## config.mk

```make
export PLATFORM = sky130hd
export DESIGN_NAME = stitch_sb_mp_flat
export DESIGN_NICKNAME = d
export VERILOG_FILES = /design/src/rtl/stitch_sb_mp_if.sv /design/src/rtl/stitch_sb_mp.sv /design/src/flat_wrapper.sv
export SDC_FILE = /design/constraint.sdc
export NUM_CORES = 1
export LEC_CHECK = 0
export ABC_AREA = 1
export CORE_MARGIN = 10
export CORE_UTILIZATION = 51
export CTS_CLUSTER_DIAMETER = 120
export DETAILED_ROUTE_END_ITERATION = 8
export HOLD_SLACK_MARGIN = 0.02
export PLACE_DENSITY = 0.83
export SYNTH_ARGS = -nofsm -noshare
export SYNTH_HDL_FRONTEND = slang
export SYNTH_SLANG_ARGS = --single-unit
```

## constraint.sdc

```tcl
create_clock -name clk_i -period 2.6 [get_ports clk_i]
set_input_delay 0.39 -clock clk_i [delete_from_list [all_inputs] [get_ports clk_i]]
set_output_delay 0.39 -clock clk_i [all_outputs]
set_load 0.02 [all_outputs]
```

## src/rtl/stitch_sb_mp_if.sv

```systemverilog
`default_nettype none
// +----------------------------------------------------------------------------+
// | Module   : stitch_sb_mp_if                                                 |
// | Brief    : Push / multi-pop / hazard-test bundle for stitch_sb_mp.         |
// | Revision : 1.0 - initial release                                           |
// +----------------------------------------------------------------------------+
interface stitch_sb_mp_if #(
  parameter int AddrWidth    = 5,
  parameter int Depth        = 4,
  parameter int NumPop       = 2,
  parameter int NumTestAddrs = 3
);
  localparam int IdxW = (Depth > 1) ? $clog2(Depth) : 1;
  localparam int CntW = $clog2(Depth + 1);

  logic                                   flush_i;
  logic [AddrWidth-1:0]                   push_addr_i;
  logic                                   push_valid_i;
  logic                                   push_ready_o;
  logic [IdxW-1:0]                        push_index_o;
  logic [NumPop-1:0][IdxW-1:0]            pop_index_i;
  logic [NumPop-1:0]                      pop_valid_i;
  logic [NumTestAddrs-1:0][AddrWidth-1:0] test_addr_i;
  logic [NumTestAddrs-1:0]                test_addr_present_o;
  logic                                   full_o;
  logic                                   empty_o;
  logic [CntW-1:0]                        usage_o;

  modport slave (
    input  flush_i, push_addr_i, push_valid_i, pop_index_i, pop_valid_i, test_addr_i,
    output push_ready_o, push_index_o, test_addr_present_o, full_o, empty_o, usage_o
  );

  modport master (
    output flush_i, push_addr_i, push_valid_i, pop_index_i, pop_valid_i, test_addr_i,
    input  push_ready_o, push_index_o, test_addr_present_o, full_o, empty_o, usage_o
  );
endinterface
`default_nettype wire

```

## src/rtl/stitch_sb_mp.sv

```systemverilog
`default_nettype none
// +----------------------------------------------------------------------------+
// | Module   : stitch_sb_mp                                                    |
// | Brief    : Pending-write scoreboard with multi-port release and hazard     |
// |            test ports; allocation state is the valid-bit vector alone.     |
// | Revision : 1.0 - initial release                                           |
// +----------------------------------------------------------------------------+
module stitch_sb_mp #(
  parameter int AddrWidth    = 5,
  parameter int Depth        = 4,
  parameter int NumPop       = 2,
  parameter int NumTestAddrs = 3,
  parameter int PopBypass    = 1,
  parameter int IgnoreZero   = 1
) (
  input  logic           clk_i,
  input  logic           rst_i,
  stitch_sb_mp_if.slave  bus
);
  // Interface instance must carry the same AddrWidth/Depth/NumPop/NumTestAddrs.
  localparam int IdxW = (Depth > 1) ? $clog2(Depth) : 1;
  localparam int CntW = $clog2(Depth + 1);

  logic [Depth-1:0]     r_valid;
  logic [AddrWidth-1:0] r_addr [Depth];

  logic [IdxW-1:0]         w_free_idx;
  logic                    w_found;
  logic [Depth-1:0]        w_pop_mask;
  logic [Depth-1:0]        w_masked;
  logic [Depth-1:0]        w_push_onehot;
  logic [CntW-1:0]         w_usage;
  logic                    w_full;
  logic                    w_push_fire;
  logic [NumTestAddrs-1:0] w_present;

  always_comb begin
    w_free_idx = '0;
    w_found    = 1'b0;
    for (int i = 0; i < Depth; i++) begin
      if (!r_valid[i] && !w_found) begin
        w_free_idx = IdxW'(i);
        w_found    = 1'b1;
      end
    end
  end

  // Pops matching no valid entry, or naming an index beyond Depth, select nothing.
  always_comb begin
    w_pop_mask = '0;
    for (int i = 0; i < Depth; i++) begin
      for (int k = 0; k < NumPop; k++) begin
        if (bus.pop_valid_i[k] && (bus.pop_index_i[k] == IdxW'(i))) begin
          w_pop_mask[i] = 1'b1;
        end
      end
    end
  end

  always_comb begin
    w_usage = '0;
    for (int i = 0; i < Depth; i++) begin
      w_usage = w_usage + CntW'(r_valid[i]);
    end
  end

  assign w_full      = (w_usage == CntW'(Depth));
  assign w_push_fire = bus.push_valid_i && !w_full;

  always_comb begin
    w_push_onehot = '0;
    for (int i = 0; i < Depth; i++) begin
      w_push_onehot[i] = w_push_fire && (w_free_idx == IdxW'(i));
    end
  end

  if (PopBypass != 0) begin : g_bypass
    assign w_masked = w_pop_mask;
  end else begin : g_no_bypass
    assign w_masked = '0;
  end

  // Push target is always an invalid entry, so applying the push after the pop never loses it.
  always_ff @(posedge clk_i) begin
    if (rst_i) begin
      r_valid <= '0;
    end else if (bus.flush_i) begin
      r_valid <= '0;
    end else begin
      r_valid <= (r_valid & ~w_pop_mask) | w_push_onehot;
    end
  end

  always_ff @(posedge clk_i) begin
    for (int i = 0; i < Depth; i++) begin
      if (w_push_onehot[i] && !bus.flush_i && !rst_i) begin
        r_addr[i] <= bus.push_addr_i;
      end
    end
  end

  always_comb begin
    w_present = '0;
    for (int j = 0; j < NumTestAddrs; j++) begin
      for (int i = 0; i < Depth; i++) begin
        if (r_valid[i] && !w_masked[i] && (r_addr[i] == bus.test_addr_i[j])) begin
          w_present[j] = 1'b1;
        end
      end
      if ((IgnoreZero != 0) && (bus.test_addr_i[j] == '0)) begin
        w_present[j] = 1'b0;
      end
    end
  end

  assign bus.test_addr_present_o = w_present;
  assign bus.push_index_o        = w_free_idx;
  assign bus.usage_o             = w_usage;
  assign bus.full_o              = w_full;
  assign bus.empty_o             = (w_usage == '0);
  assign bus.push_ready_o        = !w_full;

endmodule
`default_nettype wire
```

## src/flat_wrapper.sv

```systemverilog
// flat-port wrapper written by rule: the top's interface ports become plain ports
module stitch_sb_mp_flat 
#(
  parameter int AddrWidth    = 5,
  parameter int Depth        = 4,
  parameter int NumPop       = 2,
  parameter int NumTestAddrs = 3,
  parameter int PopBypass    = 1,
  parameter int IgnoreZero   = 1
)
  (clk_i, rst_i, bus_flush_i, bus_push_addr_i, bus_push_valid_i, bus_pop_index_i, bus_pop_valid_i, bus_test_addr_i, bus_push_ready_o, bus_push_index_o, bus_test_addr_present_o, bus_full_o, bus_empty_o, bus_usage_o);
  stitch_sb_mp_if #(.AddrWidth(AddrWidth), .Depth(Depth), .NumPop(NumPop), .NumTestAddrs(NumTestAddrs)) bus_i ();
  input  logic clk_i;
  input  logic rst_i;
  input wire logic [$bits(bus_i.flush_i)-1:0] bus_flush_i;
  input wire logic [$bits(bus_i.push_addr_i)-1:0] bus_push_addr_i;
  input wire logic [$bits(bus_i.push_valid_i)-1:0] bus_push_valid_i;
  input wire logic [$bits(bus_i.pop_index_i)-1:0] bus_pop_index_i;
  input wire logic [$bits(bus_i.pop_valid_i)-1:0] bus_pop_valid_i;
  input wire logic [$bits(bus_i.test_addr_i)-1:0] bus_test_addr_i;
  output wire logic [$bits(bus_i.push_ready_o)-1:0] bus_push_ready_o;
  output wire logic [$bits(bus_i.push_index_o)-1:0] bus_push_index_o;
  output wire logic [$bits(bus_i.test_addr_present_o)-1:0] bus_test_addr_present_o;
  output wire logic [$bits(bus_i.full_o)-1:0] bus_full_o;
  output wire logic [$bits(bus_i.empty_o)-1:0] bus_empty_o;
  output wire logic [$bits(bus_i.usage_o)-1:0] bus_usage_o;
  assign bus_i.flush_i = bus_flush_i;
  assign bus_i.push_addr_i = bus_push_addr_i;
  assign bus_i.push_valid_i = bus_push_valid_i;
  assign bus_i.pop_index_i = bus_pop_index_i;
  assign bus_i.pop_valid_i = bus_pop_valid_i;
  assign bus_i.test_addr_i = bus_test_addr_i;
  assign bus_push_ready_o = bus_i.push_ready_o;
  assign bus_push_index_o = bus_i.push_index_o;
  assign bus_test_addr_present_o = bus_i.test_addr_present_o;
  assign bus_full_o = bus_i.full_o;
  assign bus_empty_o = bus_i.empty_o;
  assign bus_usage_o = bus_i.usage_o;
  stitch_sb_mp #(.AddrWidth(AddrWidth), .Depth(Depth), .NumPop(NumPop), .NumTestAddrs(NumTestAddrs), .PopBypass(PopBypass), .IgnoreZero(IgnoreZero)) u_core (.clk_i(clk_i), .rst_i(rst_i), .bus(bus_i));
endmodule
```

==> results of run 1 <==
==> cells in the final DEF (no fill, tap or decap), types with 2 or more instances in the layout <==
cell,netlist,routed
nor2_4,0,4
dlygate4sd2_1,0,5
dlymetal6s2s_1,0,2
or2_1,3,2
ha_1,3,2
a21oi_1,5,5
inv_1,14,14
nor3_1,5,4
nand3_1,19,19
nor3b_1,2,2
dfxtp_1,4,3
nand2_1,35,35
xnor2_1,24,24
xor2_1,31,31
buf_2,10,2
clkdlybuf4s50_1,0,30
clkbuf_8,0,3
or2_0,2,2
nor2_2,3,3
edfxtp_1,20,20
nor2_1,36,32
buf_4,2,8
inv_2,8,8
==> flip-flops by register name (all words and copies together), names as in the netlist <==
name,flops
u_core.r_valid,4
u_core.r_addr,20
==> timing repair <==
item,in CTS,in global routing
buffers inserted,0,0
gates resized for setup,22,6
setup endpoints to repair,7,15
pin swaps,2,1
endpoints found under the hold margin,0,0
==> critical path, delay by kind of cell (launching register included) <==
family	cells	cell delay [ns]
fa+ha+maj	2	0.82
buf+inv	3	0.72
flops	1	0.33
==> power by group through the flow <==
| stage | Clock (mW) | Combinational, mW | Sequential, mW |
|---|---|---|---|
| CTS | 0.316 | 0.168 | 0.424 |
| global placement | 0 | 0.165 | 0.433 |
| finish | 0.314 | 0.169 | 0.424 |
| floorplan | 0 | 0.106 | 0.432 |
| detailed placement | 0 | 0.168 | 0.433 |
| global route | 0.336 | 0.188 | 0.425 |
==> worst min path at each step <==
stage,start,to,cells after the start
floorplan,bus_push_addr_i[0],u_core.r_addr[0][0],0
global placement,u_core.r_valid[3],u_core.r_valid[3],4
detailed placement,u_core.r_valid[3],u_core.r_valid[3],4
CTS,u_core.r_valid[3],u_core.r_valid[3],4
global route,u_core.r_valid[3],u_core.r_valid[3],3
finish,u_core.r_valid[3],u_core.r_valid[3],4
==> stage by stage <==
| stage | power (mW) | util, % | TNS (ns) | worst slack (ns) |
|---|---|---|---|---|
| final | 0.907 | 67.4 | 0 | 0.0758 |
| after global routing | 0.949 | 67.4 | 0 | 0.00180 |
| after CTS | 0.908 | 66.5 | 0 | 0.0212 |
| after detailed placement | 0.601 | 64.7 | -0.667 | -0.182 |
| after global placement | 0.597 | 64.7 | -0.466 | -0.121 |
| after floorplan | 0.538 | - | 0 | 0.00608 |
==> routing by layer <==
| layer | vias up | share of wire [%] |
|---|---|---|
| li1 | 808 | - |
| met1 | 702 | 46 |
| met2 | 24 | 50 |
| met3 | 4 | 3.0 |
| met4 | 0 | 0.82 |
| met5 | - | 0 |
==> cell type report <==
class	count	share of cell area [%]
inverter	22	3.37
multi-input combinational	175	45.5
clock inverter	1	1.23
clock buffer	3	1.69
tap	48	2.45
timing repair buffer	47	17.9
sequential	24	27.8
==> kinds of logic after synthesis <==
family | Yosys count
flip-flops | 24
adder cells (fa/ha/maj) | 4
AND/OR/NAND/NOR | 109
XOR/XNOR | 55
buffers and inverters | 37
AO/OA/AOI/OAI | 7
==> synth_stat cells, types with 3 or more instances <==
| master | n | area share (%) |
|---|---|---|
| a21oi_1 | 5 | 1.3 |
| buf_2 | 10 | 2.6 |
| dfxtp_1 | 4 | 4.2 |
| edfxtp_1 | 20 | 31 |
| ha_1 | 3 | 2.0 |
| inv_1 | 14 | 2.7 |
| inv_2 | 8 | 1.6 |
| nand2_1 | 35 | 6.9 |
| nand3_1 | 19 | 5.0 |
| nor2_1 | 36 | 7.1 |
| nor2_2 | 3 | 0.98 |
| nor3_1 | 5 | 1.3 |
| or2_1 | 3 | 0.98 |
| xnor2_1 | 24 | 11 |
| xor2_1 | 31 | 14 |
==> flow_summary.yaml, run 1 <==
status:
  status: "complete, no violations"
cells_and_area:
  nNetsFinal: 307
  syn_to_final_growth_pct: 27.8
  drive_gt1_share_pct: 14.0
  register_area_um2: 682
  multi_input_area_um2: 1110
  diodes: 0
  final_area_um2: 2450
  layout.cells.non_filler: 320
  nFillCells: 318
floorplan:
  die_w_um: 81.3
  io_pins: 41
  die_h_um: 81.3
  start_util_pct: 52.7
  core_area_um2: 3630
  rows: 22
  die_area_um2: 6610
worst_hold_path:
  hold_path_class: "register to register"
synthesis:
  synth_cells: 236
  synthMuxAreaShare_pct: 0
  ys_seq_area_share_pct: 35.5
  synthSimpleGateAreaFrac_pct: 25.1
  synthAdderAreaFrac_pct: 3.00
  synth_compound_area_share_pct: 2.16
  async_flop_share_pct: 0
  ys_warn_count: 0
  synth_nets: 270
  ys.flop_type: "edfxtp_1"
  synth_top_family_by_area: "XOR/XNOR gates"
  ys_ff_latch: 24
  synth_edf_count: 20
  synth_cell_types: 27
  synth_xor_area_share_pct: 25.1
  syn_area_um2: 1920
  syn_area_per_cell_um2: 8.12
critical_path:
  r2r_cells: 12
  end_kind: "primary output"
  worstSetupStartpoint: "u_core.r_valid[1]"
  slowest_stage: "clkdlybuf4s50_1"
  path_max_fanout: 2
  rr_endpoint: "u_core.r_addr[1][1]"
  path_cells: "inv_1, ha_1, inv_1, fa_2, clkdlybuf4s50_1"
  rrSetupSlack_ns: 0.21
  r2r-start: "u_core.r_valid[1]"
  critPathArrivalTime_ns: 2.13
  slowest_delay_ns: 0.63
  cp-start-kind: "register"
  endpoint: "bus_usage_o[0]"
  critPathKind: "register to primary output"
  path_common_cell: "inv_1"
  cp.required_ns: 2.21
route:
  drc_errors: 0
  via_count: 1538
  drt_iter0_drc: 89
  via_per_inst: 4.81
  wl_per_cell_um: 13.7
  drt-pass1-iter-count: 6
  wl_um: 4390
  drtAntennaViolNets: 0
sta:
  rsz0062_at_grt: "no"
  min_period_ns: 2.52
  slew_headroom_pct: 77.4
  fin_hold_ws_ns: 0.719
  hold_viol_final: 0
  timing.final.crit_share_pct: 97.1
  final_max_slew_viol_count: 0
  max_freq_mhz: 396
  skew_ns: 0.00560
  finalSetupViolCount: 0
  tightest_slew_ns: 0.336
clock_tree:
  cts.sinks: 24
  clk_pin_slew_worst_paths_ns: 0.08
  clockBufferDepth: 2
  cts_made_buffers: 3
  cts-htree-levels: 1
  insertion_delay_ns: 0.26
  ctsHoldBuffers: 0
  cts_tree: "yes"
  cts_root_buf: "clkbuf_8"
global_route:
  grtUsageMet1_pct: 18.5
  antenna_found_initial: 0
  use_met2_pct: 22.7
  grt_pass1_vias: 1578
  grt_first_pass_wirelength_um: 7360
  use_met3_pct: 1.66
  grt_overflow: 0
  grt.busiest_layer: "met2"
  grt_usage_pct: 13.9
  grt_max_degree: 15
power:
  combPwrFrac_pct: 18.6
  switching_power_mw: 0.196
  powerDensity_nw_per_um2: 370
  seqPwrFrac_pct: 46.8
  clockPowerShare_pct: 34.6
  peakVddDrop_mv: 0.477
  p_int_mw: 0.712
  power_leakage_nw: 1.01
  swShare_pct: 21.6
place:
  dp_hpwl_um: 3700
  gp_congestion: 0.907
  place_area_um2: 2350
  io_buffer_count: 40
  dp.cells: 316
flow_run:
  cap_viol_max_count: 0
No activity file was read; power rests on OpenSTA's default activity.
==> run 2, diff against run 1 <==
--- a/config.mk
+++ b/config.mk
@@ -6,6 +6,7 @@
 export NUM_CORES = 1
 export LEC_CHECK = 0
 export ABC_AREA = 1
+export CAP_MARGIN = 20
 export CORE_MARGIN = 10
 export CORE_UTILIZATION = 51
 export CTS_CLUSTER_DIAMETER = 120
==> results of run 2 <==
The final DEF is identical to that of run 1; final timing and power are the same.
==> run 3, diff against run 2 <==
--- a/config.mk
+++ b/config.mk
@@ -8,11 +8,12 @@
 export ABC_AREA = 1
 export CAP_MARGIN = 20
 export CORE_MARGIN = 10
-export CORE_UTILIZATION = 51
+export CORE_UTILIZATION = 53
+export CTS_BUF_LIST = sky130_fd_sc_hd__clkbuf_4
 export CTS_CLUSTER_DIAMETER = 120
 export DETAILED_ROUTE_END_ITERATION = 8
 export HOLD_SLACK_MARGIN = 0.02
-export PLACE_DENSITY = 0.83
+export PLACE_DENSITY = 0.86
 export SYNTH_ARGS = -nofsm -noshare
 export SYNTH_HDL_FRONTEND = slang
 export SYNTH_SLANG_ARGS = --single-unit
==> run 3 against run 2 <==
  * Worst setup slack gained 0.0085 ns
  * Highest routed layer unchanged
  * Sequential power about the same
  * Maximum frequency up 0.34%
  * Final cell count down 0.94%
  * Non-clock buffer count shrank 1
==> flow_summary.yaml, run 3 (same netlist as run 1, synthesis figures left out) <==
status:
  status: "complete, no violations"
route:
  drc_errors: 0
  via_per_inst: 4.87
  via_count: 1545
  wl_per_cell_um: 13.8
  drt_iter0_drc: 126
  drt-pass1-iter-count: 4
  wl_um: 4370
  drtAntennaViolNets: 0
critical_path:
  cp.required_ns: 2.21
  cp-start-kind: "register"
  path_max_fanout: 2
  r2r_cells: 12
  critPathKind: "register to primary output"
  slowest_delay_ns: 0.35
  path_delay_family: "adder cells"
  critPathArrivalTime_ns: 2.13
  end_kind: "primary output"
  path_cells: "inv_1, ha_4, inv_1, fa_2, ha_4, or2_4, nor2_4, inv_2, buf_4"
  rr_endpoint: "u_core.r_addr[0][2]"
  slowest_stage: "dfxtp_2"
  r2r-start: "u_core.r_valid[1]"
  rrSetupSlack_ns: 0.21
  crit_buf_inv: 4
global_route:
  grt_overflow: 0
  grt_first_pass_wirelength_um: 7090
  grt_pass1_vias: 1556
  grtUsageMet1_pct: 17.2
  antenna_found_initial: 0
  grt_usage_pct: 13.6
  use_met3_pct: 2.56
  use_met2_pct: 22.9
  grt.busiest_layer: "met2"
  grt_max_degree: 14
cells_and_area:
  nNetsFinal: 306
  final_area_um2: 2380
  largest_reg_flops: 20
  syn_to_final_growth_pct: 24.4
  largestRegisters: "u_core.r_addr (20), u_core.r_valid (4)"
  layout_common_cells: "35 x nand2_1, 32 x nor2_1, 31 x xor2_1"
  drive_gt1_share_pct: 13.7
  diodes: 0
  top_register: "u_core.r_addr"
  final_common_cell: "nand2_1"
power:
  seqPwrFrac_pct: 56.2
  combPwrFrac_pct: 21.9
  switching_power_mw: 0.181
  swShare_pct: 23.9
  p_int_mw: 0.576
  clockPowerShare_pct: 21.9
  powerDensity_nw_per_um2: 318
  peakVddDrop_mv: 0.333
  power_leakage_nw: 0.975
clock_tree:
  clk_pin_slew_worst_paths_ns: 0.12
  clockBufferDepth: 2
  ctsHoldBuffers: 0
  cts.sinks: 24
  cts_root_buf: "clkbuf_4"
  insertion_delay_ns: 0.30
  cts_tree: "yes"
  cts_made_buffers: 3
  cts_setup_buffers: 0
  cts-htree-levels: 1
worst_hold_path:
  holdPathStages: 4
  min_from: "u_core.r_valid[3]"
  hold_path_class: "register to register"
  hold_path_end: "u_core.r_valid[3]"
floorplan:
  core_area_um2: 3420
  die_area_um2: 6420
  io_pins: 41
  start_util_pct: 56.1
  rows: 21
  die_h_um: 80.1
  die_w_um: 80.1
flow_run:
  cap_viol_max_count: 0
place:
  place_area_um2: 2340
  io_buffer_count: 40
  dp_hpwl_um: 3590
  gp_congestion: 0.910
sta:
  hold_viol_final: 0
  min_period_ns: 2.52
  max_freq_mhz: 398
  timing.final.crit_share_pct: 96.8
  fin_hold_ws_ns: 0.709
  finalSetupViolCount: 0
  tightest_slew_ns: 0.315
  skew_ns: 0.00574
  slew_headroom_pct: 79.0
  final_max_slew_viol_count: 0
  rsz0062_at_grt: "no"
==> run 3: changes by cell type in the layout (fill, tap and decap cells not counted), sizes merged <==
| cell | change |
|---|---|
| clkbuf | +1 |
| bufinv | -1 |
| clkdlybuf4s50 | -2 |
| buf | -1 |
| dlygate4sd2 | +4 |
| dlymetal6s2s | -2 |
==> run 3: repair_timing <==
| item | 4_1_cts | 5_1_grt |
|---|---|---|
| gates resized for setup | 28 | 0 |
| pin swaps | 2 | 1 |
| setup endpoints to repair | 9 | 3 |
==> run 3: per-stage QoR <==
| step | instances | power, mW | util, % | TNS (ns) | worst slack, ns |
|---|---|---|---|---|---|
| global route | 317 | 0.801 | 69.7 | 0 | 0.000488 |
| finish | 317 | 0.757 | 69.7 | 0 | 0.0843 |
| CTS | 317 | 0.764 | 69.7 | 0 | 0.0240 |
| global placement | 313 | 0.597 | 68.6 | -0.415 | -0.115 |
| detailed placement | 313 | 0.600 | 68.6 | -0.679 | -0.194 |
| floorplan | 236 | 0.538 | - | 0 | 0.00608 |
==> run 3: cell type report <==
type	instances	area (µm²)
Clock buffer	4	30.0
Fill cell	283	1030
Inverter	22	82.6
Multi-Input combinational cell	175	1110
Sequential cell	24	682
Tap cell	46	57.6
Timing Repair Buffer	46	424
==> run 3: per-layer routing <==
metal | routed length (µm) | share of wire, %
met2 | 2170 | 50
met1 | 2000 | 46
met3 | 171 | 3.9
met5 | 0 | 0
met4 | 29 | 0.66
==> run 3: tightest hold or removal path, cell delays in order (launching register included) <==
cell	delay [ns]
dfxtp_1	0.38
nand2_1	0.11
nor2_2	0.07
inv_1	0.06
a21oi_1	0.05
==> run 3: worst max-delay path by stage <==
stage / start / endpoint / slack, ns / depth (start not counted)
final: u_core.r_valid[1] / bus_push_ready_o / 0.08 / 9
after global routing: u_core.r_valid[0] / bus_push_index_o[0] / 0.0005 / 6
after CTS: u_core.r_valid[1] / bus_push_ready_o / 0.02 / 9
after detailed placement: u_core.r_valid[1] / bus_full_o / -0.19 / 8
after global placement: u_core.r_valid[1] / bus_full_o / -0.12 / 8
after floorplan: u_core.r_valid[1] / u_core.r_addr[0][0] / 0.006 / 12
==> run 3: power groups by stage <==
stage / logic (mW) / clock network [mW] / registers [mW]
after floorplan: 0.106 / 0 / 0.432
after global placement: 0.164 / 0 / 0.433
after detailed placement: 0.167 / 0 / 0.433
after CTS: 0.166 / 0.173 / 0.425
after global routing: 0.182 / 0.194 / 0.425
final: 0.166 / 0.166 / 0.425
==> RTL change 1 (config.mk and constraints of run 1) <==
`NumPop` is set to 2 in 3 places; all go to 1.
--- a/src/rtl/stitch_sb_mp_if.sv
+++ b/src/rtl/stitch_sb_mp_if.sv
@@ -8,5 +8,5 @@
   parameter int AddrWidth    = 5,
   parameter int Depth        = 4,
-  parameter int NumPop       = 2,
+  parameter int NumPop       = 1,
   parameter int NumTestAddrs = 3
 );
--- a/src/rtl/stitch_sb_mp.sv
+++ b/src/rtl/stitch_sb_mp.sv
@@ -9,5 +9,5 @@
   parameter int AddrWidth    = 5,
   parameter int Depth        = 4,
-  parameter int NumPop       = 2,
+  parameter int NumPop       = 1,
   parameter int NumTestAddrs = 3,
   parameter int PopBypass    = 1,
--- a/src/flat_wrapper.sv
+++ b/src/flat_wrapper.sv
@@ -4,5 +4,5 @@
   parameter int AddrWidth    = 5,
   parameter int Depth        = 4,
-  parameter int NumPop       = 2,
+  parameter int NumPop       = 1,
   parameter int NumTestAddrs = 3,
   parameter int PopBypass    = 1,
Interface: changed (resized bus_pop_index_i and bus_pop_valid_i); port bits go from 41 to 38. No check against the original RTL was run, so the function may have changed too.
==> RTL change 1 against run 1 <==
  * Register-to-register slack worse by 0.03 ns
  * Sequential share of layout area down 1.2 points
  * Worst setup slack better by 0.041 ns
  * Area after synthesis up 4.2%
  * Largest cell class unchanged
  * Sequential cell count unchanged
  * Power down 11%
  * Final area up 4.4%
  * Global-route usage up 3.2 points
  * Critical path type unchanged
  * Wire length up 32%
==> RTL change 1: results (changes against run 1) <==
[outcome]
status = completed  ; unchanged

[finish]
drive_gt1_frac = 0.102  ; was 0.140
finish.net_count = 433  ; was 307
fillers = 337  ; was 318

[sta]
worstMarginPinSlew_ns = 0.308  ; was 0.336 ns
skew_ns = 0.000930  ; was 0.00560 ns
worst_hold_slack_ns = 0.723  ; was 0.719 ns
fin_ws_ns = 0.117  ; was 0.0758 ns

[detailed_routing]
drt_iter0_drc = 207  ; was 89
vias_per_cell = 4.97  ; was 4.81
met3_length_um = 521  ; was 130 um
dr_wl_met2_um = 2670  ; was 2190 um
drt-total-wl_um = 5790  ; was 4390 um
first_pass_iters = 4  ; was 6
drt-met1-wl_um = 2380  ; was 2030 um

[placed_design]
place_area_sq_mm = 0.00251  ; was 0.00235 sq mm
dp_cells = 445  ; was 316
io_buffers = 37  ; was 40
hpwl_um = 4850  ; was 3700 um

[power]
power_switching_mw = 0.200  ; was 0.196 mW
peakVddDrop_mv = 0.411  ; was 0.477 mV

[synthesis]
synth_area_leader_cell = nand2_1  ; was edfxtp_1
synthTopCellsByCount = 195 x nand2_1, 50 x nor2_1, 29 x inv_1, 20 x edfxtp_1, 19 x nand3_1  ; was 36 x nor2_1, 35 x nand2_1, 31 x xor2_1, 24 x xnor2_1, 20 x edfxtp_1
yosysUniqueCellTypes = 17  ; was 27
ys_seq_area_frac = 0.341  ; was 0.355
syn_inst = 350  ; was 236

[global_routing]
grt_max_degree = 14  ; was 15
use_met2 = 0.296  ; was 0.227
grt_use_met3 = 0.0367  ; was 0.0166
grt_first_pass_wirelength_um = 9340  ; was 7360 um
grt_util_all_layers = 0.171  ; was 0.139

[worst_hold_path]
min-delay-start = u_core.r_valid[2]$_SDFF_PP0_  ; was u_core.r_valid[3]$_SDFF_PP0_
holdPathStages = 2  ; was 4

[worst_setup_path]
r2r_slack_ns = 0.18  ; was 0.21 ns
worstPathMaxFanout = 3  ; was 2
r2r-end = u_core.r_addr[0][1]$_DFFE_PP_  ; was u_core.r_addr[1][1]$_DFFE_PP_
slowest_delay_ns = 0.35  ; was 0.63 ns
arrival_ns = 2.09  ; was 2.13 ns
slowest_stage = fa_2  ; was clkdlybuf4s50_1

-- RTL change 1: cell count changes after synthesis, moves of 7 or more --
cell,delta
nor2_1,+14
xnor2_1,-24
xor2_1,-31
buf_2,-10
inv_2,+7
inv_1,+15
nand2_1,+160
-- RTL change 1: cell families after synthesis --
logic type / Yosys count / synth area share
and+or+nand+nor: 271 / 0.530
adders and majority gates: 4 / 0.0288
DFF: 24 / 0.341
buffers and inverters: 45 / 0.0846
AOI/OAI and AO/OA: 6 / 0.0157
-- RTL change 1: final cells by class --
cell class / count / area (sq um) / area share
sequential: 24 / 682 / 0.267
tap: 48 / 60.1 / 0.0235
inverter: 44 / 165 / 0.0646
clock inverter: 1 / 3.75 / 0.00147
multi-input combinational: 281 / 1170 / 0.457
timing repair buffer: 48 / 435 / 0.170
clock buffer: 3 / 41.3 / 0.0161
-- RTL change 1: timing repair --
item	in CTS	in global routing
pin swaps	3	3
resized for setup	21	2
buffers inserted	0	0
endpoints found under the hold margin	0	0
setup endpoints to repair	17	12
==> RTL change 2 (flow settings as in run 1) <==
Made on the original files. Make the reset (`rst_i`) asynchronous in one clocked block.
--- a/src/rtl/stitch_sb_mp.sv
+++ b/src/rtl/stitch_sb_mp.sv
@@ -82,5 +82,5 @@
 
   // Push target is always an invalid entry, so applying the push after the pop never loses it.
-  always_ff @(posedge clk_i) begin
+  always_ff @(posedge clk_i or posedge rst_i) begin
     if (rst_i) begin
       r_valid <= '0;
Formal check against the unedited RTL: differs if rst_i is asserted again (counterexample within 4 cycles, from zero or initial values and one cycle with rst_i high); with rst_i held inactive, the same outputs for 10 cycles.
==> RTL change 2 against run 1 <==
  * Wire length increased by 5.6%
  * Worst setup slack gained 0.036 ns
  * Sequential share of layout area increased by 0.31 points
  * Power up 5.3%
  * Die area rose by 1.6%
  * Sequential cell count stayed put
  * Clock skew down 0.0036 ns
  * Sequential power grew 1%
  * Final cell count is 5.0% higher
  * First-iteration DRC count grew 51%
  * Final area increased by 1.6%
  * Area after synthesis is 2.1% higher
  * Largest power group unchanged
  * Highest routed layer unchanged
==> RTL change 2: results (changes against run 1) <==
[global_routing]
grt_pass1_vias = 1611  ; was 1,578
grt_first_pass_wirelength_um = 7670  ; was 7360 um
grt_util_all_layers = 0.147  ; was 0.139
antenna_found_initial = 0  ; unchanged

[worst_hold_path]
holdCritPathClass = in2async  ; was reg2reg

[worst_setup_path]
worstPathMaxFanout = 3  ; was 2
worstReg2RegStart = u_core.r_valid[1]$_DFF_PP0_  ; was u_core.r_valid[1]$_SDFF_PP0_
arrival_ns = 2.10  ; was 2.13 ns

[finish]
fillers = 324  ; was 318
finish.net_count = 323  ; was 307
n_antenna_cell = 0  ; unchanged
drive_gt1_frac = 0.132  ; was 0.140
largestRegisters = u_core.r_addr x20, u_core.r_valid x4  ; unchanged

[sta]
worstMarginPinSlew_ns = 0.321  ; was 0.336 ns
skew_ns = 0.00201  ; was 0.00560 ns

[synthesis]
ys_seq_area_frac = 0.358  ; was 0.355
synth_edf_count = 20  ; unchanged
async_reset_ff_frac = 0.167  ; was 0
synthTopCellsByCount = 45 x nand2_1, 36 x nor2_1, 32 x xor2_1  ; was 36 x nor2_1, 35 x nand2_1, 31 x xor2_1, 24 x xnor2_1, 20 x edfxtp_1
syn_nets = 281  ; was 270
ys_warn_count = 0  ; unchanged
yosysUniqueCellTypes = 24  ; was 27
synth.top_cells.by_area = edfxtp_1 31%, xor2_1 14%, xnor2_1 9.0%  ; was edfxtp_1 31%, xor2_1 14%, xnor2_1 11%

[power]
power_leakage_nw = 1.13  ; was 1.01 nW
peakVddDrop_mv = 0.697  ; was 0.477 mV

[detailed_routing]
first_pass_iters = 4  ; was 6
wl_per_cell_um = 13.8  ; was 13.7 um
vias_per_cell = 4.81  ; about the same
drt_iter0_drc = 134  ; was 89

[placed_design]
gp_congestion = 0.922  ; was 0.907
hpwl_um = 3820  ; was 3700 um
place_area_sq_mm = 0.00242  ; was 0.00235 sq mm
io_buffers = 40  ; unchanged

[clocking]
clk_pin_slew_ns = 0.08  ; about the same
clk_path_buf_depth = 2  ; unchanged
clkLatencyLatePin_ns = 0.26  ; about the same
clockRootBuffer = clkbuf_8  ; unchanged

[outcome]
status = completed  ; unchanged

## RTL change 2: cell count changes in the layout (fill, tap and decap cells not counted), moves of 3 or more
cell | run 1 | this run
dfxtp_1 | 3 | 0
xnor2_1 | 24 | 20
nor3_1 | 4 | 7
nand2_1 | 35 | 45
inv_1 | 14 | 20
dfrtp_1 | 0 | 4
## RTL change 2: where the power goes
part	switching (mW)	total [mW]	leakage, nW	internal (mW)
Clock	0.110	0.316	0.0357	0.206
Combinational	0.109	0.210	0.855	0.101
Sequential	0.00618	0.430	0.235	0.423
## RTL change 2: layer usage
layer,up-vias,global-route usage,part of all wire
met5,-,0,0
met4,0,0.0544,0.016
met3,7,0.0273,0.058
met2,43,0.244,0.48
met1,723,0.186,0.45
li1,844,-,-
## RTL change 2: repair_timing
item	CTS	global route
gates resized for setup	17	8
setup endpoints to repair	8	20
pin swaps	0	0
endpoints found under the hold margin	0	0
## RTL change 2: worst paths after layout
path                                            endpoint  slack [ns]  cells after the start
hold reg to reg              u_core.r_valid[3]$_DFF_PP0_        0.71                      3
setup reg to reg           u_core.r_addr[1][1]$_DFFE_PP_        0.17                     11
max in group asynchronous    u_core.r_valid[1]$_DFF_PP0_        2.08                      2
setup / recovery                              bus_full_o        0.11                      9
min in group clk_i           u_core.r_valid[3]$_DFF_PP0_        0.71                      3
hold / removal               u_core.r_valid[3]$_DFF_PP0_        0.37                      2
## RTL change 2: critical path, stage by stage, from the launching register on
cell	delay, ns
dfrtp_1	0.36
inv_1	0.05
ha_1	0.26
inv_1	0.05
fa_1	0.41
ha_1	0.31
inv_1	0.06
nand3_1	0.10
inv_1	0.07
buf_2	0.16
## RTL change 2: cells by family after synthesis
family                     after synthesis  share of synthesized area
DFF                                     24                      0.358
AOI/OAI and AO/OA                        7                     0.0179
adders and majority gates                4                     0.0294
and+or+nand+nor                        118                      0.264
buffers and inverters                   42                     0.0972
xor gates and xnor gates                52                      0.233
## RTL change 2: per-stage QoR
stage | utilization | instances | setup slack, ns
6_report | 0.675 | 336 | 0.112
5_1_grt | 0.675 | 336 | 0.0183
4_1_cts | 0.674 | 336 | 0.00256
3_5_place_dp | 0.655 | 332 | -0.0850
3_3_place_gp | 0.655 | 332 | -0.0802
2_1_floorplan | - | 247 | 0.00148
## RTL change 2: layout make-up
cell class / instances / area (sq um) / share of cell area
well taps: 48 / 60.1 / 0.0241
flip-flops and latches: 24 / 701 / 0.282
clock inverters: 1 / 30.0 / 0.0121
repair buffers: 49 / 449 / 0.180
clock buffers: 3 / 41.3 / 0.0166
inverters: 30 / 113 / 0.0452
multi-input cells: 181 / 1090 / 0.440
